### src/rtl/iscbdiv_pkg.sv
// Shared width helpers and lane state layout for the iscbdiv_nch stochastic divider.
package iscbdiv_pkg;

  function automatic int unsigned cnt_width(input int unsigned sync_depth);
    return $clog2(sync_depth + 1);
  endfunction

  function automatic int unsigned idx_width(input int unsigned buf_depth);
    return (buf_depth > 1) ? $clog2(buf_depth) : 1;
  endfunction

  localparam int unsigned DefSyncDepth = 4;
  localparam int unsigned DefBufDepth  = 4;
  localparam int unsigned DefCntW      = cnt_width(DefSyncDepth);

  // Lane state at the default depths; each lane re-declares this shape at its own widths.
  typedef struct packed {
    logic [DefCntW-1:0]     cnt;
    logic                   sdiv;
    logic                   sdvr;
    logic [DefBufDepth-1:0] hist;
  } lane_state_t;

endpackage

### src/rtl/iscbdiv_lane.sv
// One divider lane: skewed synchroniser feeding a correlation divider with history replay.
// Optional sticky overflow flag under ISCBDIV_OVF_FLAG_EN.
module iscbdiv_lane
  import iscbdiv_pkg::*;
#(
  parameter int unsigned SYNC_DEPTH = 4,
  parameter int unsigned BUF_DEPTH  = 4,
  parameter logic        BUF_INIT   = 1'b0
) (
  input  logic                              clk_i,
  input  logic                              rst_ni,
  input  logic                              en_i,
  input  logic [idx_width(BUF_DEPTH)-1:0]   rand_num_i,
  input  logic                              dividend_i,
  input  logic                              divisor_i,
`ifdef ISCBDIV_OVF_FLAG_EN
  output logic                              sync_ovf_o,
`endif
  output logic                              quotient_o
);

  localparam int unsigned CntW = cnt_width(SYNC_DEPTH);
  localparam logic [CntW-1:0] CntMax = CntW'(SYNC_DEPTH);

  typedef struct packed {
    logic [CntW-1:0]      cnt;
    logic                 sdiv;
    logic                 sdvr;
    logic [BUF_DEPTH-1:0] hist;
  } state_t;

  localparam state_t StReset = '{
    cnt:  '0,
    sdiv: 1'b0,
    sdvr: 1'b0,
    hist: {BUF_DEPTH{BUF_INIT}}
  };

  state_t st_q, st_d;
  logic   quot_q, quot_d;

  always_comb begin
    st_d   = st_q;
    quot_d = quot_q;
    if (en_i) begin
      st_d.sdvr = divisor_i;
      st_d.sdiv = 1'b0;
      unique case ({dividend_i, divisor_i})
        2'b11: st_d.sdiv = 1'b1;
        // Unmatched dividend 1 is banked; once full, the excess is dropped.
        2'b10: if (st_q.cnt != CntMax) st_d.cnt = st_q.cnt + CntW'(1);
        2'b01: begin
          if (st_q.cnt != '0) begin
            st_d.sdiv = 1'b1;
            st_d.cnt  = st_q.cnt - CntW'(1);
          end
        end
        default: ;
      endcase

      if (st_q.sdvr) begin
        quot_d    = st_q.sdiv;
        st_d.hist = {st_q.hist[BUF_DEPTH-2:0], st_q.sdiv};
      end else begin
        quot_d = st_q.hist[rand_num_i];
      end
    end
  end

  always_ff @(posedge clk_i) begin
    if (!rst_ni) begin
      st_q   <= StReset;
      quot_q <= 1'b0;
    end else begin
      st_q   <= st_d;
      quot_q <= quot_d;
    end
  end

  assign quotient_o = quot_q;

`ifdef ISCBDIV_OVF_FLAG_EN
  logic ovf_q, ovf_d;

  always_comb begin
    ovf_d = ovf_q;
    if (en_i && dividend_i && !divisor_i && (st_q.cnt == CntMax)) ovf_d = 1'b1;
  end

  always_ff @(posedge clk_i) begin
    if (!rst_ni) ovf_q <= 1'b0;
    else         ovf_q <= ovf_d;
  end

  assign sync_ovf_o = ovf_q;
`endif

endmodule

### src/rtl/iscbdiv_nch.sv
// NCH-lane in-stream correlation-based stochastic divider; only en, randNum and reset are shared.
// Define ISCBDIV_OVF_FLAG_EN to add the per-lane sticky sync_ovf output.
module iscbdiv_nch
  import iscbdiv_pkg::*;
#(
  parameter int unsigned NCH        = 4,
  parameter int unsigned SYNC_DEPTH = 4,
  parameter int unsigned BUF_DEPTH  = 4,
  parameter logic        BUF_INIT   = 1'b0
) (
  input  logic                            clk,
  input  logic                            rst_n,
  input  logic                            en,
  input  logic [idx_width(BUF_DEPTH)-1:0] randNum,
  input  logic [NCH-1:0]                  dividend,
  input  logic [NCH-1:0]                  divisor,
`ifdef ISCBDIV_OVF_FLAG_EN
  output logic [NCH-1:0]                  sync_ovf,
`endif
  output logic [NCH-1:0]                  quotient
);

  for (genvar i = 0; i < NCH; i++) begin : g_lane
    iscbdiv_lane #(
      .SYNC_DEPTH (SYNC_DEPTH),
      .BUF_DEPTH  (BUF_DEPTH),
      .BUF_INIT   (BUF_INIT)
    ) u_lane (
      .clk_i      (clk),
      .rst_ni     (rst_n),
      .en_i       (en),
      .rand_num_i (randNum),
      .dividend_i (dividend[i]),
      .divisor_i  (divisor[i]),
`ifdef ISCBDIV_OVF_FLAG_EN
      .sync_ovf_o (sync_ovf[i]),
`endif
      .quotient_o (quotient[i])
    );
  end

endmodule
### config.mk
export PLATFORM = sky130hd
export DESIGN_NAME = iscbdiv_nch
export DESIGN_NICKNAME = d
export VERILOG_FILES = /design/src/rtl/iscbdiv_pkg.sv /design/src/rtl/iscbdiv_lane.sv /design/src/rtl/iscbdiv_nch.sv
export SDC_FILE = /design/constraint.sdc
export NUM_CORES = 1
export LEC_CHECK = 0
export CAP_MARGIN = 30
export CORE_MARGIN = 5
export CORE_UTILIZATION = 35
export CTS_CLUSTER_DIAMETER = 100
export DETAILED_ROUTE_END_ITERATION = 8
export HOLD_SLACK_MARGIN = 0.08
export PLACE_DENSITY = 0.53
export SETUP_SLACK_MARGIN = 0.3
export SLEW_MARGIN = 20
export SYNTH_ARGS = -nofsm -noshare
export SYNTH_HDL_FRONTEND = slang
export SYNTH_SLANG_ARGS = --single-unit
### constraint.sdc
create_clock -name clk -period 1.65 [get_ports clk]
set_input_delay 0.33 -clock clk [delete_from_list [all_inputs] [get_ports clk]]
set_output_delay 0.33 -clock clk [all_outputs]
set_load 0.005 [all_outputs]
---- Word-level counts from Yosys, hierarchy flattened ----
Cells that the tools add are included.
storage, ports and cells
  input port bits ......................... 13
  output and inout bits ................... 4
  register bits after elaboration ......... 40
operators by class
  equal/unequal tests ..................... 24
  add/subtract/negate cells ............... 8
  multiplexer cells ....................... 28
  order comparisons ....................... 1
  reductions and logical operators ........ 16
operators by type and width
  operator                                                                 number
  3-bit one-hot mux with 2 select lines                                    4
  2-bit == test, second input constant                                     8
  4-bit two-way mux                                                        4
  2-bit by 1-bit inequality test with 1-bit output, second input constant  8
  4-bit AND reduction                                                      4
  3-bit by 1-bit adder with 3-bit output, second input constant            4
  3-bit two-way mux                                                        4
  3-bit inequality test, second input constant                             4
  3-bit nonzero test                                                       4
  3-bit by 1-bit subtractor with 3-bit output, second input constant       4
  1-bit binary-select mux with 2-bit select                                4
  2-bit by 1-bit == test with 1-bit output, second input constant          4
  1-bit two-way mux                                                        8
  1-bit one-hot mux with 2 select lines                                    4
  2-bit AND reduction                                                      4
  2-bit nonzero test                                                       4
  2-bit by 3-bit < comparator with 1-bit output, second input constant     1

---- Longest topological paths before layout ----
Gate-level depths: netlist of the first run.
  word-level depth ........................ 3
  mapped depth ............................ 6
  mapped depth without buffers ............ 6

---- By module ----
From an unflattened synthesis of the first run, not the netlist that was laid out.
unflattened totals
  cell total of the unflattened synthesis .. 252
  area total of the unflattened synthesis .. 2217.1 um2
by module, submodules not included
  module        cells each  sequential area each (um2)  times used  area each (um2)
  iscbdiv_lane  63          200.2                       4           554.3

---- Worst setup path after synthesis of the first run ----
No wires, ideal clock.
  kind .................................... in2reg
  from .................................... in dividend[1]
  to ...................................... reg g_lane[1].u_lane.st_q[6] (netlist bit)
  data required time ...................... 1535 ps
  path buffers ............................ 0
  stages on the path ...................... 6
  setup slack ............................. 263 ps
  arrival time ............................ 1272 ps
  path through ............................ inv_1 ha_1 mux2_4 a21oi_4 xnor2_1 and2_1
between the ends
  word-level cells in the longest chain between the ends .. 3
  elaborated cells between the ends (all ways) .. 7
  those cells by class .................... eq/ne (4); mux (1); reduce/logical (2)
RTL lines
  element                                                                                                  line                source
  start: declaration                                                                                       iscbdiv_nch.sv:15   input logic [NCH-1:0] dividend,
  2-bit by 1-bit == test with 1-bit output or 2-bit == test (tied branches)                                iscbdiv_lane.sv:48  unique case ({dividend_i, divisor_i})
  2-bit by 1-bit inequality test with 1-bit output (no source line) or 2-bit nonzero test (tied branches)  --
  4-bit AND reduction (no source line)                                                                     --
  end signal: assignment                                                                                   iscbdiv_lane.sv:72  st_q <= StReset;
  end signal: assignment                                                                                   iscbdiv_lane.sv:75  st_q <= st_d;
  end: declaration                                                                                         iscbdiv_lane.sv:39  state_t st_q, st_d;
Parallel ways exist; a longest one is shown, timed or not.
A chain may end at the register's enable or synchronous reset.

---- Worst setup path in the final report of the first run ----
  from .................................... in dividend[3]
  to ...................................... reg g_lane[3].u_lane.st_q[6] (netlist bit)
between the ends
  word-level cells in the longest chain between the ends .. 3
  elaborated cells between the ends (all ways) .. 7
  those cells by class .................... eq/ne (4); mux (1); reduce/logical (2)
RTL lines
  element                                                                                                  line
  2-bit by 1-bit == test with 1-bit output or 2-bit == test (tied branches)                                iscbdiv_lane.sv:48
  2-bit by 1-bit inequality test with 1-bit output (no source line) or 2-bit nonzero test (tied branches)  --
  4-bit AND reduction (no source line)                                                                     --
  end signal: assignment                                                                                   iscbdiv_lane.sv:72
  end signal: assignment                                                                                   iscbdiv_lane.sv:75
  end: declaration                                                                                         iscbdiv_lane.sv:39
Parallel ways exist; a longest one is shown, timed or not.

==> results.sh, run 1 <==
export IMPL_timing_fmax_ghz=0.7748
export IMPL_die_y_microns=92.83
export IMPL_tightest_slew_ns=0.3921
export IMPL_grt_max_degree=49
export IMPL_pre_cts_ws_ns=-0.2854
export IMPL_synth_top_cell_area_share=0.3335
export IMPL_ir_drop_mv=0.2853
export IMPL_ioPinCount=17
export IMPL_run_status="complete, no violations"
export IMPL_wire_per_inst_microns=11.73
export IMPL_rsz0062_at_grt="true"
export IMPL_setup_ws_ns=0.3593
export IMPL_yosysTopAreaCell="dfxtp_1"
export IMPL_fin_worst_skew_ns=0.008858
export IMPL_avgSynthCellArea_sq_um=8.731
export IMPL_die_area_sq_mm=0.008616
export IMPL_reg2reg_depth=6
export IMPL_cp_end_kind="register"
export IMPL_setup_viol=0
export IMPL_syn_inst=275
export IMPL_antenna_left=0
export IMPL_via_per_inst=4.855
export IMPL_synth_ff_type="dfxtp_1"
export IMPL_grt_pass1_vias=1838
export IMPL_syn_num_nets=312
export IMPL_cp_required_ns=1.84
export IMPL_gr_total_overflow=0
export IMPL_final_nets=349
export IMPL_mostFrequentLayoutCells="nand2_1 (40), dfxtp_1 (33), buf_4 (24)"
export IMPL_start_util=0.3574
export IMPL_clk_pin_slew_ns=0.08
export IMPL_min_period_over_period=0.7822
export IMPL_routed_wl_microns=4599
export IMPL_crit_type="input port to register"
export IMPL_crit_fanout=4
export IMPL_cts_buffer_depth=2
export IMPL_cts_root_buf="clkbuf_8"
export IMPL_fin_util=0.4367
export IMPL_placed_cells=383
export IMPL_clk_latency_ns=0.29
export IMPL_dr_pass1_iters=4
export IMPL_antenna_found_initial=0
export IMPL_drtIter0Drc=45
export IMPL_cts_tree="done"
export IMPL_slew_violations=0
export IMPL_placed_area_sq_mm=0.002795
export IMPL_layout_commonest_cell="nand2_1"
export IMPL_yosys_warnings=0
export IMPL_post_route_min_period_ns=1.291
export IMPL_hold_viol=0
export IMPL_fp_row_count=30
export IMPL_diodes=0
export IMPL_synth_edff_count=0
export IMPL_fp_dieW_microns=92.83
export IMPL_clock_sinks=40
export IMPL_coreArea_sq_mm=0.006719
export IMPL_htreeDepth=2
export IMPL_async_flop_share=0
export IMPL_synth_area_leaders="dfxtp_1 (33%), ha_1 (13%), nand2_1 (6.3%), a21boi_0 (5.0%), mux2i_1 (3.8%)"
export IMPL_p_int_mw=1.501
export IMPL_relSlewSlack=0.7379
export IMPL_cts_buffers=5
export IMPL_drcViolationCount=0
export IMPL_cp_data_arrival_time_ns=1.48
export IMPL_place_congestion=0.7301
export IMPL_syn_cell_area_sq_mm=0.002401
export IMPL_hold_path_class="input port to register"
export IMPL_area_delta_synth_final_pct=22.20
export IMPL_switching_share=0.2822
export IMPL_p_leak_nw=1.167
export IMPL_fill_cells=645
export IMPL_fin_cells=392
export IMPL_seq_area_frac_synth=0.3335
export IMPL_fin_hold_ws_ns=0.4294
export IMPL_p_switching_mw=0.5902
export IMPL_p_seq_frac=0.495
export IMPL_cap_violations=0
export IMPL_hpwl_microns=3295
export IMPL_fin_area_sq_mm=0.002934
export IMPL_startpoint_type="input port"
export IMPL_synth_distinct_cells=29
export IMPL_power_density_mw_per_mm2=712.8
export IMPL_comb_power_share=0.200
export IMPL_port_buffers=16
export IMPL_power_frac_clock=0.304
export IMPL_hold_path_depth=4
export IMPL_synth_seq_cells=40
export IMPL_vias=1903
export IMPL_grtUsageTotal=0.1145
export IMPL_grt_pass1_wl_microns=8031
export IMPL_drive_above_1_share=0.2308
==> cell usage after synthesis (5+ instances only) <==
| library cell | n |
|---|---|
| ha_1 | 24 |
| nand2b_1 | 9 |
| buf_4 | 5 |
| a21boi_0 | 16 |
| inv_1 | 24 |
| o22ai_1 | 5 |
| nand2_1 | 40 |
| nand3_1 | 16 |
| o2111ai_1 | 7 |
| mux2i_1 | 9 |
| a21oi_1 | 12 |
| o21ai_0 | 15 |
| nor2b_1 | 6 |
| dfxtp_1 | 40 |
==> cell type report <==
cell class	instances	area (sq um)	share of cell area
Clock inverter	2	12.51	0.004264
Tap cell	80	100.1	0.03412
Clock buffer	5	68.82	0.02345
Sequential cell	40	809.5	0.2759
Inverter	24	90.09	0.03070
Timing Repair Buffer	44	360.3	0.1228
Multi-Input combinational cell	197	1493	0.5087
==> worst max-delay path: stages <==
cell	delay (ns)
clkdlybuf4s15_1	0.21
inv_1	0.06
ha_2	0.19
mux2_4	0.28
a21oi_4	0.19
xnor2_1	0.07
and2_1	0.15
==> power by group through the flow <==
stage	Clock (mW)	Combinational [mW]	Sequential, mW
CTS	0.672	0.401	1.03
detailed placement	0	0.407	1.06
floorplan	0	0.274	1.05
global route	0.700	0.474	1.04
global placement	0	0.403	1.05
finish	0.637	0.419	1.04
==> what timing repair did <==
action | CTS | global route
hold buffers | 0 | 0
pin swaps | 5 | 3
endpoints found under the hold margin | 0 | 0
setup endpoints to repair | 20 | 12
setup buffers | 0 | 2
gates resized for setup | 22 | 34
==> routing by layer <==
layer  GRT usage  wire length (microns)  share of wire  up-vias
met4     0.04396                     42         0.0091        0
met2      0.1854                   2066           0.45       18
li1            -                      -              -     1022
met3     0.02924                    162          0.035        2
met5           0                      0              0        -
met1      0.1455                   2326           0.51      861
==> registers in the layout, summed over array words and instances, names as in the netlist <==
signal                    flops
g_lane.u_lane.quotient_o      4
g_lane.u_lane.st_q           36
==> stage by stage <==
stage / setup TNS, ns / power [mW]
2_1_floorplan: 0 / 1.321
3_3_place_gp: -3.149 / 1.457
3_5_place_dp: -3.360 / 1.463
4_1_cts: 0 / 2.107
5_1_grt: 0 / 2.218
6_report: 0 / 2.091
==> logic make-up after synthesis <==
kind of cell               after synthesis  synth area share
and+or+nand+nor                         78            0.1542
AOI/OAI and AO/OA                       75            0.2236
DFF                                     40            0.3335
buffers and inverters                   38           0.07243
adders and majority gates               24            0.1251
muxes                                   16           0.07660
xor gates and xnor gates                 4           0.01459
==> worst paths after layout <==
check                           slack, ns                             startpoint                                     to
worst max-delay path                 0.36                            dividend[3]  g_lane[3].u_lane.st_q[6]$_SDFFE_PN0P_
worst min-delay path                 0.43                             divisor[0]  g_lane[0].u_lane.st_q[4]$_SDFFE_PN0P_
worst max register to register       0.37  g_lane[2].u_lane.st_q[7]$_SDFFE_PN0P_  g_lane[2].u_lane.st_q[8]$_SDFFE_PN0P_
worst min register to register       0.47  g_lane[1].u_lane.st_q[3]$_SDFFE_PN0P_  g_lane[1].u_lane.st_q[3]$_SDFFE_PN0P_
Note: power is estimated with default switching activity, not from simulation.
==> run 2: changes to the inputs <==
--- a/config.mk
+++ b/config.mk
@@ -11,7 +11,7 @@
 export CTS_CLUSTER_DIAMETER = 100
 export DETAILED_ROUTE_END_ITERATION = 8
 export HOLD_SLACK_MARGIN = 0.08
-export PLACE_DENSITY = 0.53
+export PLACE_DENSITY = 0.55
 export SETUP_SLACK_MARGIN = 0.3
 export SLEW_MARGIN = 20
 export SYNTH_ARGS = -nofsm -noshare
==> constraint.sdc (replaced) <==
create_clock -name clk -period 1.1 [get_ports clk]
set_input_delay 0.22 -clock clk [delete_from_list [all_inputs] [get_ports clk]]
set_output_delay 0.22 -clock clk [all_outputs]
set_load 0.005 [all_outputs]
==> results.sh, run 2 (same netlist as run 1, synthesis figures left out) <==
export IMPL_run_status="complete, but fails checks"
export IMPL_violations="negative setup slack"
export IMPL_cp_data_arrival_time_ns=1.37
export IMPL_timing_rr_start="g_lane[2].u_lane.st_q[6]$_SDFFE_PN0P_"
export IMPL_power_density_mw_per_mm2=1046
export IMPL_coreArea_sq_mm=0.006719
export IMPL_drive_above_1_share=0.5221
export IMPL_relSlewSlack=0.7782
export IMPL_p_leak_nw=1.407
export IMPL_cts_buffers=5
export IMPL_area_delta_synth_final_pct=51.33
export IMPL_mostFrequentLayoutCells="buf_4 (42), nand2_1 (31), dfxtp_2 (22)"
export IMPL_min_from="en"
export IMPL_crit_start="dividend[3]"
export IMPL_port_buffers=16
export IMPL_grt_max_degree=25
export IMPL_hpwl_microns=3547
export IMPL_grtUsageTotal=0.1291
export IMPL_largest_register="g_lane.u_lane.st_q"
export IMPL_antenna_left=0
export IMPL_clk_latency_ns=0.29
export IMPL_ir_drop_mv=0.4947
export IMPL_grt_pass1_vias=1934
export IMPL_startpoint_type="input port"
export IMPL_ioPinCount=17
export IMPL_clock_sinks=40
export IMPL_cts_tree="done"
export IMPL_tightest_slew_ns=0.3319
export IMPL_final_nets=375
export IMPL_fp_row_count=30
export IMPL_cp_end_kind="register"
export IMPL_fin_worst_skew_ns=0.005133
export IMPL_drcViolationCount=0
export IMPL_routed_wl_microns=5521
export IMPL_die_y_microns=92.83
export IMPL_crit_fanout=4
export IMPL_setup_viol=15
export IMPL_vias=2051
export IMPL_gr_total_overflow=0
export IMPL_antenna_found_initial=0
export IMPL_die_area_sq_mm=0.008616
export IMPL_layout_commonest_cell="buf_4"
export IMPL_clk_pin_slew_ns=0.07
export IMPL_grt_pass1_wl_microns=9018
export IMPL_post_route_min_period_ns=1.188
export IMPL_dr_pass1_iters=4
export IMPL_wire_per_inst_microns=13.18
export IMPL_fp_dieW_microns=92.83
export IMPL_cts_root_buf="clkbuf_8"
export IMPL_drtIter0Drc=30
export IMPL_crit_type="input port to register"
export IMPL_via_per_inst=4.895
export IMPL_htreeDepth=2
export IMPL_fin_area_sq_mm=0.003633
export IMPL_largest_reg_flops=36
export IMPL_setup_ws_ns=-0.08841
export IMPL_slew_violations=0
export IMPL_rsz0062_at_grt="true"
export IMPL_power_mw=3.802
export IMPL_cts_buffer_depth=2
export IMPL_place_congestion=0.7199
export IMPL_fill_cells=592
export IMPL_cp_required_ns=1.29
export IMPL_hold_viol=0
export IMPL_start_util=0.3574
export IMPL_diodes=0
export IMPL_placed_area_sq_mm=0.003057
export IMPL_min_period_over_period=1.080
export IMPL_cap_violations=0
export IMPL_hold_path_class="input port to register"
export IMPL_timing_fmax_ghz=0.8415
export IMPL_postCtsHoldBufs=0
run 2: report_power, final:
| part | internal (mW) | leakage (nW) | total [mW] | switching, mW |
|---|---|---|---|---|
| Clock | 0.801 | 0.0645 | 1.31 | 0.509 |
| Combinational | 0.503 | 1.00 | 0.930 | 0.427 |
| Sequential | 1.50 | 0.341 | 1.56 | 0.0590 |
run 2: final timing paths:
| kind | end | slack, ns | cells after the start |
|---|---|---|---|
| max reg2reg | g_lane[2].u_lane.st_q[8]$_SDFFE_PN0P_ | -0.09 | 6 |
| min | g_lane[3].u_lane.st_q[5]$_SDFFE_PN0P_ | 0.35 | 3 |
| min reg2reg | g_lane[0].u_lane.st_q[3]$_SDFFE_PN0P_ | 0.45 | 2 |
| max | g_lane[3].u_lane.st_q[6]$_SDFFE_PN0P_ | -0.09 | 6 |
run 2: routing by layer:
layer	global-route usage	wire length (microns)
met5	0	0
met4	0.04029	74
met3	0.03087	194
met2	0.2154	2747
met1	0.1639	2506
run 2: layout make-up:
cell class	instances	area, sq um	share of cell area
repair buffers	70	656.9	0.1808
well taps	80	100.1	0.02755
clock buffers	7	96.34	0.02652
multi-input cells	197	1760	0.4845
inverters	24	135.1	0.03719
flip-flops and latches	40	854.6	0.2352
clock inverters	1	30.03	0.008264
run 2: critical path, cell delays in order:
cell and delay [ns]:
clkdlybuf4s15_2 0.24, ha_2 0.22, mux2_4 0.27, a21oi_4 0.19
xnor2_1 0.08, and2_1 0.14
run 2: what timing repair did:
item / 4_1_cts / 5_1_grt
buffers inserted: 8 / 7
cloned: 1 / 0
pin swaps: 23 / 26
endpoints found under the setup margin: 44 / 38
endpoints found under the hold margin: 0 / 0
resized for setup: 113 / 51
run 2: stage by stage:
step	hold slack (ns)	instances	worst slack, ns	setup TNS [ns]	util
after CTS	0.3527	412	-0.08739	-0.6434	0.5086
final	0.3487	419	-0.08841	-0.6608	0.5408
after global routing	0.3561	419	-0.1621	-1.641	0.5408
after detailed placement	0.4637	395	-0.7818	-20.02	0.4549
after floorplan	0.3895	275	-0.04842	-0.3159	-
after global placement	0.4531	395	-0.7364	-19.24	0.4549
==> run 3: changes to the inputs <==
--- a/config.mk
+++ b/config.mk
@@ -5,13 +5,12 @@
 export SDC_FILE = /design/constraint.sdc
 export NUM_CORES = 1
 export LEC_CHECK = 0
-export CAP_MARGIN = 30
 export CORE_MARGIN = 5
-export CORE_UTILIZATION = 35
+export CORE_UTILIZATION = 53
 export CTS_CLUSTER_DIAMETER = 100
 export DETAILED_ROUTE_END_ITERATION = 8
 export HOLD_SLACK_MARGIN = 0.08
-export PLACE_DENSITY = 0.55
+export PLACE_DENSITY = 0.77
 export SETUP_SLACK_MARGIN = 0.3
 export SLEW_MARGIN = 20
 export SYNTH_ARGS = -nofsm -noshare
==> results.sh, run 3 (same netlist as run 1, synthesis figures left out) <==
export IMPL_largest_reg_flops=36
export IMPL_cp_end_kind="register"
export IMPL_drtIter0Drc=126
export IMPL_coreArea_sq_mm=0.004384
export IMPL_crit_family="flip-flops"
export IMPL_vias=2228
export IMPL_power_mw=3.589
export IMPL_mostFrequentLayoutCells="buf_4 (40), nand2_1 (25), dfxtp_2 (22)"
export IMPL_violations="negative setup slack"
export IMPL_area_delta_synth_final_pct=54.82
export IMPL_ir_drop_mv=0.5859
export IMPL_tns_ns=-1.051
export IMPL_port_buffers=16
export IMPL_cts_buffers=5
export IMPL_crit_fanout=4
export IMPL_postCtsHoldBufs=0
export IMPL_fp_dieW_microns=77.31
export IMPL_path_buf_inv=0
export IMPL_diodes=0
export IMPL_regArea_sq_um=869.6
export IMPL_ioPinCount=17
export IMPL_grt_max_degree=49
export IMPL_die_area_sq_mm=0.005976
export IMPL_post_route_min_period_ns=1.218
export IMPL_power_density_mw_per_mm2=965.5
export IMPL_slew_violations=0
export IMPL_p_leak_nw=1.412
export IMPL_hold_path_depth=4
export IMPL_wire_per_inst_microns=18.20
export IMPL_cts_tree="done"
export IMPL_hold_path_class="input port to register"
export IMPL_cp_depth=4
export IMPL_largest_register="g_lane.u_lane.st_q"
export IMPL_grt_use_met2=0.3300
export IMPL_min_period_over_period=1.108
export IMPL_hpwl_microns=3481
export IMPL_antenna_left=0
export IMPL_max_stage_delay_ns=0.36
export IMPL_routed_wl_microns=7136
export IMPL_startpoint_type="register"
export IMPL_cp_required_ns=1.29
export IMPL_setup_viol=14
export IMPL_run_status="complete, but fails checks"
export IMPL_clock_sinks=40
export IMPL_top_usage_layer="met2"
export IMPL_hold_viol=0
export IMPL_crit_start="g_lane[2].u_lane.st_q[8]$_SDFFE_PN0P_"
export IMPL_fin_util=0.8479
export IMPL_use_met1=0.2190
export IMPL_timing_fmax_ghz=0.8208
export IMPL_antenna_found_initial=0
export IMPL_crit_end="g_lane[2].u_lane.st_q[6]$_SDFFE_PN0P_"
export IMPL_fin_hold_ws_ns=0.4086
export IMPL_die_y_microns=77.31
export IMPL_fill_cells=215
export IMPL_place_congestion=0.7889
export IMPL_tightest_slew_ns=0.3445
export IMPL_htreeDepth=2
export IMPL_drive_above_1_share=0.6059
export IMPL_drcViolationCount=0
export IMPL_grt_pass1_wl_microns=9308
export IMPL_cts_root_buf="clkbuf_8"
export IMPL_fin_worst_skew_ns=0.003036
export IMPL_dr_pass1_iters=4
export IMPL_cp_data_arrival_time_ns=1.41
export IMPL_relSlewSlack=0.7703
export IMPL_clk_pin_slew_ns=0.08
export IMPL_r2r_end="g_lane[2].u_lane.st_q[6]$_SDFFE_PN0P_"
export IMPL_slowest_stage="dfxtp_4"
export IMPL_timing_rr_start="g_lane[2].u_lane.st_q[8]$_SDFFE_PN0P_"
export IMPL_layout_commonest_cell="buf_4"
export IMPL_via_per_inst=5.684
export IMPL_final_nets=376
export IMPL_reg2reg_slack_ns=-0.12
export IMPL_reg2reg_depth=4
export IMPL_gr_total_overflow=0
export IMPL_multiInputGateArea_sq_mm=0.001938
export IMPL_crit_type="register to register"
export IMPL_clk_latency_ns=0.30
export IMPL_fp_row_count=24
export IMPL_grt_pass1_vias=2131
export IMPL_start_util=0.5477
export IMPL_use_met3=0.04684
export IMPL_setup_ws_ns=-0.1183
export IMPL_cts_buffer_depth=2
export IMPL_crit_chain="mux2_4, a21oi_4, xnor2_1, and2_1"
export IMPL_grtUsageTotal=0.1866
export IMPL_rsz0062_at_grt="true"
export IMPL_cap_violations=0
-- run 3: cell count changes in the layout (fill, tap and decap cells not counted), moves of 4 or more --
cell | before | now
a21boi_0 | 5 | 1
a21boi_2 | 0 | 7
nand2_1 | 31 | 25
buf_2 | 2 | 9
dfxtp_4 | 7 | 11
dfxtp_1 | 11 | 7
-- run 3: per-stage QoR --
step | std cells | area [sq um] | setup slack, ns
2_1_floorplan | 275 | 2597 | -0.04842
3_3_place_gp | 366 | 3039 | -0.7353
3_5_place_dp | 366 | 3039 | -0.7656
4_1_cts | 383 | 3346 | -0.08931
5_1_grt | 392 | 3717 | -0.2110
6_report | 392 | 3717 | -0.1183
-- run 3: where the power goes --
part           switching [mW]  internal [mW]  leakage (nW)  total, mW
clock network           0.511          0.512        0.0455       1.02
registers              0.0728           1.50         0.344       1.57
logic                   0.487          0.506          1.02      0.994
total                    1.07           2.52          1.41       3.59
-- run 3: tightest hold or removal path, stage by stage --
cell and delay, ns:
buf_2 0.13, ha_1 0.17, a21oi_2 0.03, a21oi_1 0.11
-- run 3: what timing repair did --
| item | in CTS | in global routing |
|---|---|---|
| setup buffers | 9 | 9 |
| endpoints found under the setup margin | 44 | 43 |
| hold endpoints to repair | 0 | 0 |
| cloned | 0 | 0 |
| pin swaps | 26 | 40 |
| resized for setup | 116 | 93 |
-- run 3: routing by layer --
metal / share of wire / wire length (microns)
met5: 0 / 0
met4: 0.027 / 191
met1: 0.41 / 2895
met2: 0.53 / 3800
met3: 0.035 / 248
-- run 3: how the worst min path moves through the flow --
| stage | end | startpoint | slack [ns] |
|---|---|---|---|
| after floorplan | g_lane[0].u_lane.st_q[4]$_SDFFE_PN0P_ | divisor[0] | 0.39 |
| after global placement | g_lane[3].u_lane.st_q[3]$_SDFFE_PN0P_ | g_lane[3].u_lane.st_q[3]$_SDFFE_PN0P_ | 0.45 |
| final | g_lane[0].u_lane.st_q[5]$_SDFFE_PN0P_ | divisor[0] | 0.41 |
| after detailed placement | g_lane[1].u_lane.st_q[3]$_SDFFE_PN0P_ | g_lane[1].u_lane.st_q[3]$_SDFFE_PN0P_ | 0.46 |
| after CTS | g_lane[3].u_lane.st_q[4]$_SDFFE_PN0P_ | divisor[3] | 0.36 |
| after global routing | g_lane[0].u_lane.st_q[5]$_SDFFE_PN0P_ | divisor[0] | 0.43 |
-- run 3: cell type report --
cell class | instances | share of cell area
Multi-Input combinational cell | 197 | 0.5214
Tap cell | 52 | 0.01750
Clock buffer | 8 | 0.02423
Sequential cell | 40 | 0.2339
Timing Repair Buffer | 71 | 0.1666
Inverter | 24 | 0.03635
